File: src/rtl/alu_seq_pkg.sv
// Shared definitions for the sequential ALU: opcode encodings and handshake FSM states.
package alu_seq_pkg;

   typedef enum logic [1:0] {
      OP_ADD = 2'b00,
      OP_MUL = 2'b01,
      OP_SUB = 2'b10,
      OP_DIV = 2'b11
   } opcode_t;

   typedef enum logic {
      IDLE = 1'b0,
      RUN  = 1'b1
   } state_t;

endpackage

File: src/rtl/alu_seq_muldiv_core.sv
// W-iteration datapath: shift-add multiply (LSB first) and restoring divide (MSB first).
// Both leave their 2W-bit result in {hi, lo}: product, or {remainder, quotient}.
module seq_muldiv_core #(
   parameter int W  = 8,
   parameter int CW = $clog2(W) + 1
) (
   input  logic           clk,
   input  logic           rst,
   input  logic           load,
   input  logic           step,
   input  logic           is_div,
   input  logic [W-1:0]   a,
   input  logic [W-1:0]   b,
   output logic           last,
   output logic [2*W-1:0] result,
   output logic           dz
);

   logic [W-1:0]  hi, lo, m;
   logic [W-1:0]  hi_n, lo_n;
   logic [W:0]    acc, t;
   logic          div_r, dz_r;
   logic [CW-1:0] cnt;

   always_comb begin
      hi_n = hi;
      lo_n = lo;
      acc  = '0;
      t    = '0;
      if (div_r) begin
         // A zero divisor always "fits": quotient fills with ones and A shifts into hi.
         t = {hi, lo[W-1]};
         if (t >= {1'b0, m}) begin
            hi_n = t[W-1:0] - m;
            lo_n = {lo[W-2:0], 1'b1};
         end else begin
            hi_n = t[W-1:0];
            lo_n = {lo[W-2:0], 1'b0};
         end
      end else begin
         acc  = {1'b0, hi} + (lo[0] ? {1'b0, m} : '0);
         hi_n = acc[W:1];
         lo_n = {acc[0], lo[W-1:1]};
      end
   end

   always_ff @(posedge clk or posedge rst) begin
      if (rst) begin
         hi    <= '0;
         lo    <= '0;
         m     <= '0;
         div_r <= 1'b0;
         dz_r  <= 1'b0;
         cnt   <= '0;
      end else if (load) begin
         hi    <= '0;
         lo    <= is_div ? a : b;
         m     <= is_div ? b : a;
         div_r <= is_div;
         dz_r  <= is_div && (b == '0);
         cnt   <= '0;
      end else if (step) begin
         hi    <= hi_n;
         lo    <= lo_n;
         cnt   <= cnt + CW'(1);
      end
   end

   assign last   = (cnt == CW'(W - 1));
   assign result = {hi_n, lo_n};
   assign dz     = dz_r;

endmodule

File: src/rtl/alu_seq.sv
// Sequential ALU: single-cycle ADD/SUB, W-cycle MUL/DIV, start/busy/done handshake
// with a registered result and divide-by-zero flag held until the next completion.
module alu_seq
   import alu_seq_pkg::*;
#(
   parameter int W = 8
) (
   input  logic           clk,
   input  logic           rst,
   input  logic [W-1:0]   portA,
   input  logic [W-1:0]   portB,
   input  logic [1:0]     opcode,
   input  logic           start,
   output logic           busy,
   output logic           done,
   output logic [2*W-1:0] out,
   output logic           err
);

   localparam int CW = $clog2(W) + 1;

   state_t         state, state_n;
   logic [2*W-1:0] out_n, md_res;
   logic           err_n, done_n;
   logic           load, step, last, dz;
   logic [W:0]     sum, diff;

   assign sum  = {1'b0, portA} + {1'b0, portB};
   assign diff = {1'b0, portA} - {1'b0, portB};

   seq_muldiv_core #(.W(W), .CW(CW)) u_core (
      .clk    (clk),
      .rst    (rst),
      .load   (load),
      .step   (step),
      .is_div (opcode_t'(opcode) == OP_DIV),
      .a      (portA),
      .b      (portB),
      .last   (last),
      .result (md_res),
      .dz     (dz)
   );

   always_comb begin
      state_n = state;
      out_n   = out;
      err_n   = err;
      done_n  = 1'b0;
      load    = 1'b0;
      step    = 1'b0;
      case (state)
         IDLE: begin
            if (start) begin
               case (opcode_t'(opcode))
                  OP_ADD: begin
                     out_n  = {{(W-1){1'b0}}, sum};
                     err_n  = 1'b0;
                     done_n = 1'b1;
                  end
                  OP_SUB: begin
                     out_n  = {{(W-1){1'b0}}, diff};
                     err_n  = 1'b0;
                     done_n = 1'b1;
                  end
                  default: begin
                     load    = 1'b1;
                     state_n = RUN;
                  end
               endcase
            end
         end
         RUN: begin
            step = 1'b1;
            if (last) begin
               out_n   = md_res;
               err_n   = dz;
               done_n  = 1'b1;
               state_n = IDLE;
            end
         end
         default: state_n = IDLE;
      endcase
   end

   always_ff @(posedge clk or posedge rst) begin
      if (rst) begin
         state <= IDLE;
         out   <= '0;
         err   <= 1'b0;
         done  <= 1'b0;
      end else begin
         state <= state_n;
         out   <= out_n;
         err   <= err_n;
         done  <= done_n;
      end
   end

   assign busy = (state == RUN);

endmodule

File: config.mk
export PLATFORM = sky130hd
export DESIGN_NAME = alu_seq
export DESIGN_NICKNAME = d
export VERILOG_FILES = /design/src/rtl/alu_seq_pkg.sv /design/src/rtl/alu_seq_muldiv_core.sv /design/src/rtl/alu_seq.sv
export SDC_FILE = /design/constraint.sdc
export NUM_CORES = 1
export LEC_CHECK = 0
export ABC_CLOCK_PERIOD_IN_PS = 2400
export CAP_MARGIN = 0
export CORE_ASPECT_RATIO = 2
export CORE_MARGIN = 1.5
export CORE_UTILIZATION = 40
export DETAILED_ROUTE_END_ITERATION = 12
export PLACE_DENSITY_LB_ADDON = 0.08
export SLEW_MARGIN = 25
export SYNTH_ARGS = -nofsm -noshare
export SYNTH_HDL_FRONTEND = slang
export SYNTH_SLANG_ARGS = --single-unit
File: constraint.sdc
create_clock -name clk -period 2.4 [get_ports clk]
set_input_delay 0.36 -clock clk [delete_from_list [all_inputs] [get_ports clk]]
set_output_delay 0.36 -clock clk [all_outputs]
set_load 0.01 [all_outputs]
Word level (Yosys, flattened, before mapping)

Cells that the tools add are included.

Register bits after elaboration: 49
Bits of input ports: 21
Output and inout bits: 19
Word-level logic and storage cells: 62

$add $sub $neg: 5
Order comparisons: 1
Equal/unequal tests: 7
Multiplexer cells: 31
Bitwise logic cells: 1
Reduce and logical (&&, ||, !) cells: 7

Operator list:

| kind                                          | number |
|---|---|
| 2-to-1 mux 8 bit                              | 10 |
| case mux 16 bit (2 select lines)              | 2 |
| 2-to-1 mux 16 bit                             | 2 |
| 2-to-1 mux 1 bit                              | 12 |
| adder 8 x 8 -> 9 bit                          | 1 |
| adder 8 x 9 -> 9 bit                          | 1 |
| greater-or-equal comparator 9 x 8 -> 1 bit    | 1 |
| subtractor 8 x 8 -> 9 bit                     | 1 |
| zero test 8 bit                               | 1 |
| 2-to-1 mux 4 bit                              | 2 |
| subtractor 8 bit                              | 1 |
| case mux 1 bit (2 select lines)               | 3 |
| AND reduction 3 bit                           | 2 |
| adder 4 x 1 -> 4 bit, second input constant   | 1 |
| == test 2 bit, second input constant          | 2 |
| == test 4 x 3 -> 1 bit, second input constant | 1 |
| != test 2 bit, second input constant          | 2 |
| != test 3 x 1 -> 1 bit, second input constant | 1 |
| zero test 2 bit                               | 1 |
| != test 2 x 1 -> 1 bit, second input constant | 1 |
| nonzero test 2 bit                            | 1 |
| OR reduction 2 bit                            | 1 |
| logical AND 1 bit                             | 1 |
| inverter 1 bit                                | 1 |

Depth between registers and ports, before layout

Depth after elaboration: 6
Gate-level depth with buffers: 13
Depth with buffers taken out: 12

By module

Synthesis repeated with hierarchy kept, for this count alone.

Cell total of the unflattened synthesis: 417
Area, all modules: 3784.9 um2

Modules (own cells, without submodules):

| module          | instances | cells each | area an instance (um2) | sequential area each (um2) |
|---|---|---|---|---|
| seq_muldiv_core | 1         | 279        | 2477.4                 | 750.7 |
| alu_seq         | 1         | 138        | 1307.5                 | 475.5 |

Least setup slack after synthesis

OpenSTA, ideal clock, no wires.

Kind: in2reg
Start point: input port opcode[1]
End point: register out[8]
Setup time: 65 ps
Arrival time: 2523 ps
Data required time: 2335 ps
Slack: -188 ps
Stages on the path: 12
Path buffers: 2
Path through: clkbuf_1 nand2b_1 clkbuf_1 nand2_1 o21ai_0 fa_1 nand2b_1 a21oi_1 nor3_1 or3_1 a21oi_1 o22a_1

Word-level cells in the longest chain between the ends: 4
Elaborated cells on any way between the ends: 7
Those cells by class: eq/ne (2); mux (3); reduce/logical (2)

Ends and longest elaborated chain:

| item                                                    | RTL line      | text |
|---|---|---|
| from (decl)                                             | alu_seq.sv:12 | `input logic [1:0] opcode,` |
| == test 2 bit / zero test 2 bit (equally long branches) | alu_seq.sv:54 | `case (opcode_t'(opcode))` |
| case mux 16 bit (2 select lines)                        | alu_seq.sv:54 |  |
| 2-to-1 mux 16 bit                                       | alu_seq.sv:53 | `if (start) begin` |
| case mux 16 bit (2 select lines)                        | alu_seq.sv:51 | `case (state)` |
| to (signal assigned)                                    | alu_seq.sv:93 | `out <= out_n;` |
| to (decl)                                               | alu_seq.sv:16 | `output logic [2*W-1:0] out,` |

Several ways; a longest one is shown, not always the timed one. The select of a mux whose other input is x is not followed.
A chain may end at the register's enable or synchronous reset.

Final worst setup path

Start point: input port opcode[0]
End point: register out[5]

Same word-level chain as after synthesis.

==> results.cfg <==
[outcome]
status = complete, no violations

[die]
pin_count = 40
core_area_sq_um = 9010
dieArea_sq_um = 9860
fp.dieW_microns = 71.0
die_h_microns = 139
initial_utilization_pct = 41.0
rows = 49

[cts]
htree_num_levels = 2
clock_sinks = 49
numCtsBuffers = 5
insertion_delay_ns = 0.29
clkTransAtPathRegs_ns = 0.07
cts_tree = built
cts_buffer_depth = 2
clockRootBuffer = clkbuf_16

[route]
drc_errors = 0
drt_wl_total_microns = 12000
drtPass1Iterations = 4
ant_nets = 0
first_iter_violations = 201
routed-via-count = 3523
wire_per_inst_microns = 19.8
via_per_inst = 5.82

[hold_path]
worst_hold_path_type = reg -> reg
hold_start = out[13]

[placement]
dp.cells = 596
port_buffers = 39
place_area_sq_um = 4580
place_congestion = 0.911
dp_hpwl_microns = 9320

[synthesis]
synth_nets = 467
synthArstFlopShare_pct = 100
synth_seq_cells = 49
ys_seq_area_share_pct = 33.2
netlist_instances = 417
synth-edff-count = 0
ys_types = 64
synth.avg_cell_area_sq_um = 8.87
yosys_warnings = 0
synth_top_flop_cell = dfrtp_1
syn_area_sq_um = 3700

[worst_setup_path]
slowest_delay_ns = 0.35
worstPathRequired_ns = 2.63
cp_cell_sequence = clkdlybuf4s15_2, nand2b_4, buf_4, nand2b_1, xor2_1, ha_1, o21ai_1, a21o_1, and4_1, o31ai_2, o21a_1
worst-path-max-fanout = 7
r2r_start = u_core.m[4]
critPathLaunchType = primary input
startpoint = opcode[0]
critPathSlowestCell = ha_1
crit_type = in -> reg
worstSetupEndpointType = register
critPathBufInv = 2
arrival_ns = 2.57
critPathTopFamily = compound AO/OA/AOI/OAI gates

[cells_and_area]
final_cells = 605
fill_cells = 832
antennaDiodeCount = 0
layout_common_cells = 54 x buf_4, 48 x dfrtp_1, 34 x o21ai_0
final_area_sq_um = 4960
final_common_cell = buf_4
fin_nets = 552
area_growth_pct = 34.2
drive_gt1_share_pct = 25.2

[timing]
worst_pin_slew_ns = 0.643
rsz0062_at_grt = yes
timing.fmax_ghz = 0.429
finalCriticalPeriod_ns = 2.33
slew_viol_final = 0
period_share_pct = 97.2
hold_violations = 0
finalSetupViolCount = 0
tns_ns = 0
clock_skew_ns = 0.00453
slew_headroom_pct = 57.2

[power]
ir_worst_vdd_v = 0.000609
cellLeakagePower_nw = 2.27
p_total_mw = 7.49
power_density_nw_per_um2 = 1510

[global_route]
grt_overflow_total = 0
antenna_found_initial = 0
grt_max_degree = 50
grt_pass1_wl_microns = 18400
grt_pass1_vias = 3558
grt.total_usage_pct = 24.6

[job]
maxCapViolations = 0
cell type report:
| type | count | area (sq um) | share of cell area (%) |
|---|---|---|---|
| clock inverter | 2 | 38.8 | 0.782 |
| tap | 102 | 128 | 2.57 |
| sequential | 49 | 1230 | 24.7 |
| multi-input combinational | 323 | 2520 | 50.8 |
| inverter | 28 | 105 | 2.12 |
| clock buffer | 6 | 129 | 2.60 |
| timing repair buffer | 95 | 816 | 16.4 |
cell families after synthesis:
logic type	after synthesis	share of synthesized area, %
compound gates	136	24.5
simple gates	113	15.3
flops	49	33.2
buf+inv	45	4.70
fa+ha+maj	29	10.4
mux	28	7.88
xor+xnor	17	4.03
through the flow:
step,util [%],worst slack [ns],hold WS (ns)
floorplan,-,0.00284,0.467
global placement,50.9,-0.878,0.459
finish,55.1,0.0668,0.475
global route,55.1,-0.0332,0.504
detailed placement,50.9,-0.843,0.470
CTS,53.4,0.000296,0.486
final timing paths:
check / end / slack, ns / depth (start not counted)
hold / removal: out[13] / 0.48 / 2
setup reg to reg: u_core.hi[4] / 0.08 / 8
setup / recovery: out[5] / 0.07 / 11
min in group asynchronous: done / 0.55 / 3
hold reg to reg: out[13] / 0.48 / 2
max in group asynchronous: u_core.lo[0] / 1.38 / 3
synth_stat cells, drive strengths merged (4+ instances only):
master / count / area share, %
nand3: 11 / 1.5
nor2: 23 / 2.5
nor3: 8 / 1.2
a32o: 4 / 1.1
dfrtp: 49 / 33
o21ai: 40 / 5.4
a21o: 5 / 1.0
a31oi: 5 / 1.0
a211oi: 5 / 1.3
nand2b: 8 / 1.4
a21oi: 35 / 4.9
nand2: 34 / 3.5
o31ai: 6 / 1.2
and2: 7 / 1.2
nor2b: 6 / 1.0
ha: 26 / 8.8
clkbuf: 12 / 1.2
mux2i: 22 / 6.0
buf: 5 / 0.64
xor2: 12 / 2.8
xnor2: 5 / 1.2
inv: 27 / 2.7
o21a: 7 / 1.4
mux2: 6 / 1.9
o211ai: 8 / 1.8
worst min-delay path: stages, from the launching register on:
cell and delay (ns):
dfrtp_1 0.34, nand2_1 0.04, o21ai_0 0.06
sequential cells by signal (all words and copies together), names as in the netlist:
name	cells
busy	1
err	1
u_core.lo	8
u_core.cnt	4
u_core.m	8
u_core.hi	8
u_core.div_r	1
u_core.dz	1
out	16
done	1
per-layer routing:
layer  part of all wire, %  global-route usage (%)  up-vias
met5                     0                       0        -
li1                      -                       -     1683
met3                   1.9                    2.11       41
met4                   8.8                    19.2        0
met2                    56                    45.8       87
met1                    33                    23.5     1712
report_power, final:
| group | leakage [nW] | internal, mW | total (mW) | switching [mW] |
|---|---|---|---|---|
| Clock | 0.0810 | 0.495 | 0.822 | 0.327 |
| Sequential | 0.582 | 1.23 | 1.61 | 0.374 |
| Combinational | 1.60 | 2.28 | 5.06 | 2.78 |
| Total | 2.27 | 4.01 | 7.49 | 3.48 |
what timing repair did:
action                                  in CTS  in global routing
gates resized for setup                     35                 34
setup buffers                                1                  3
pin swaps                                   16                 12
hold buffers                                 0                  0
cloned                                       0                  0
endpoints found under the setup margin       6                 16
No activity file was read; power rests on OpenSTA's default activity.
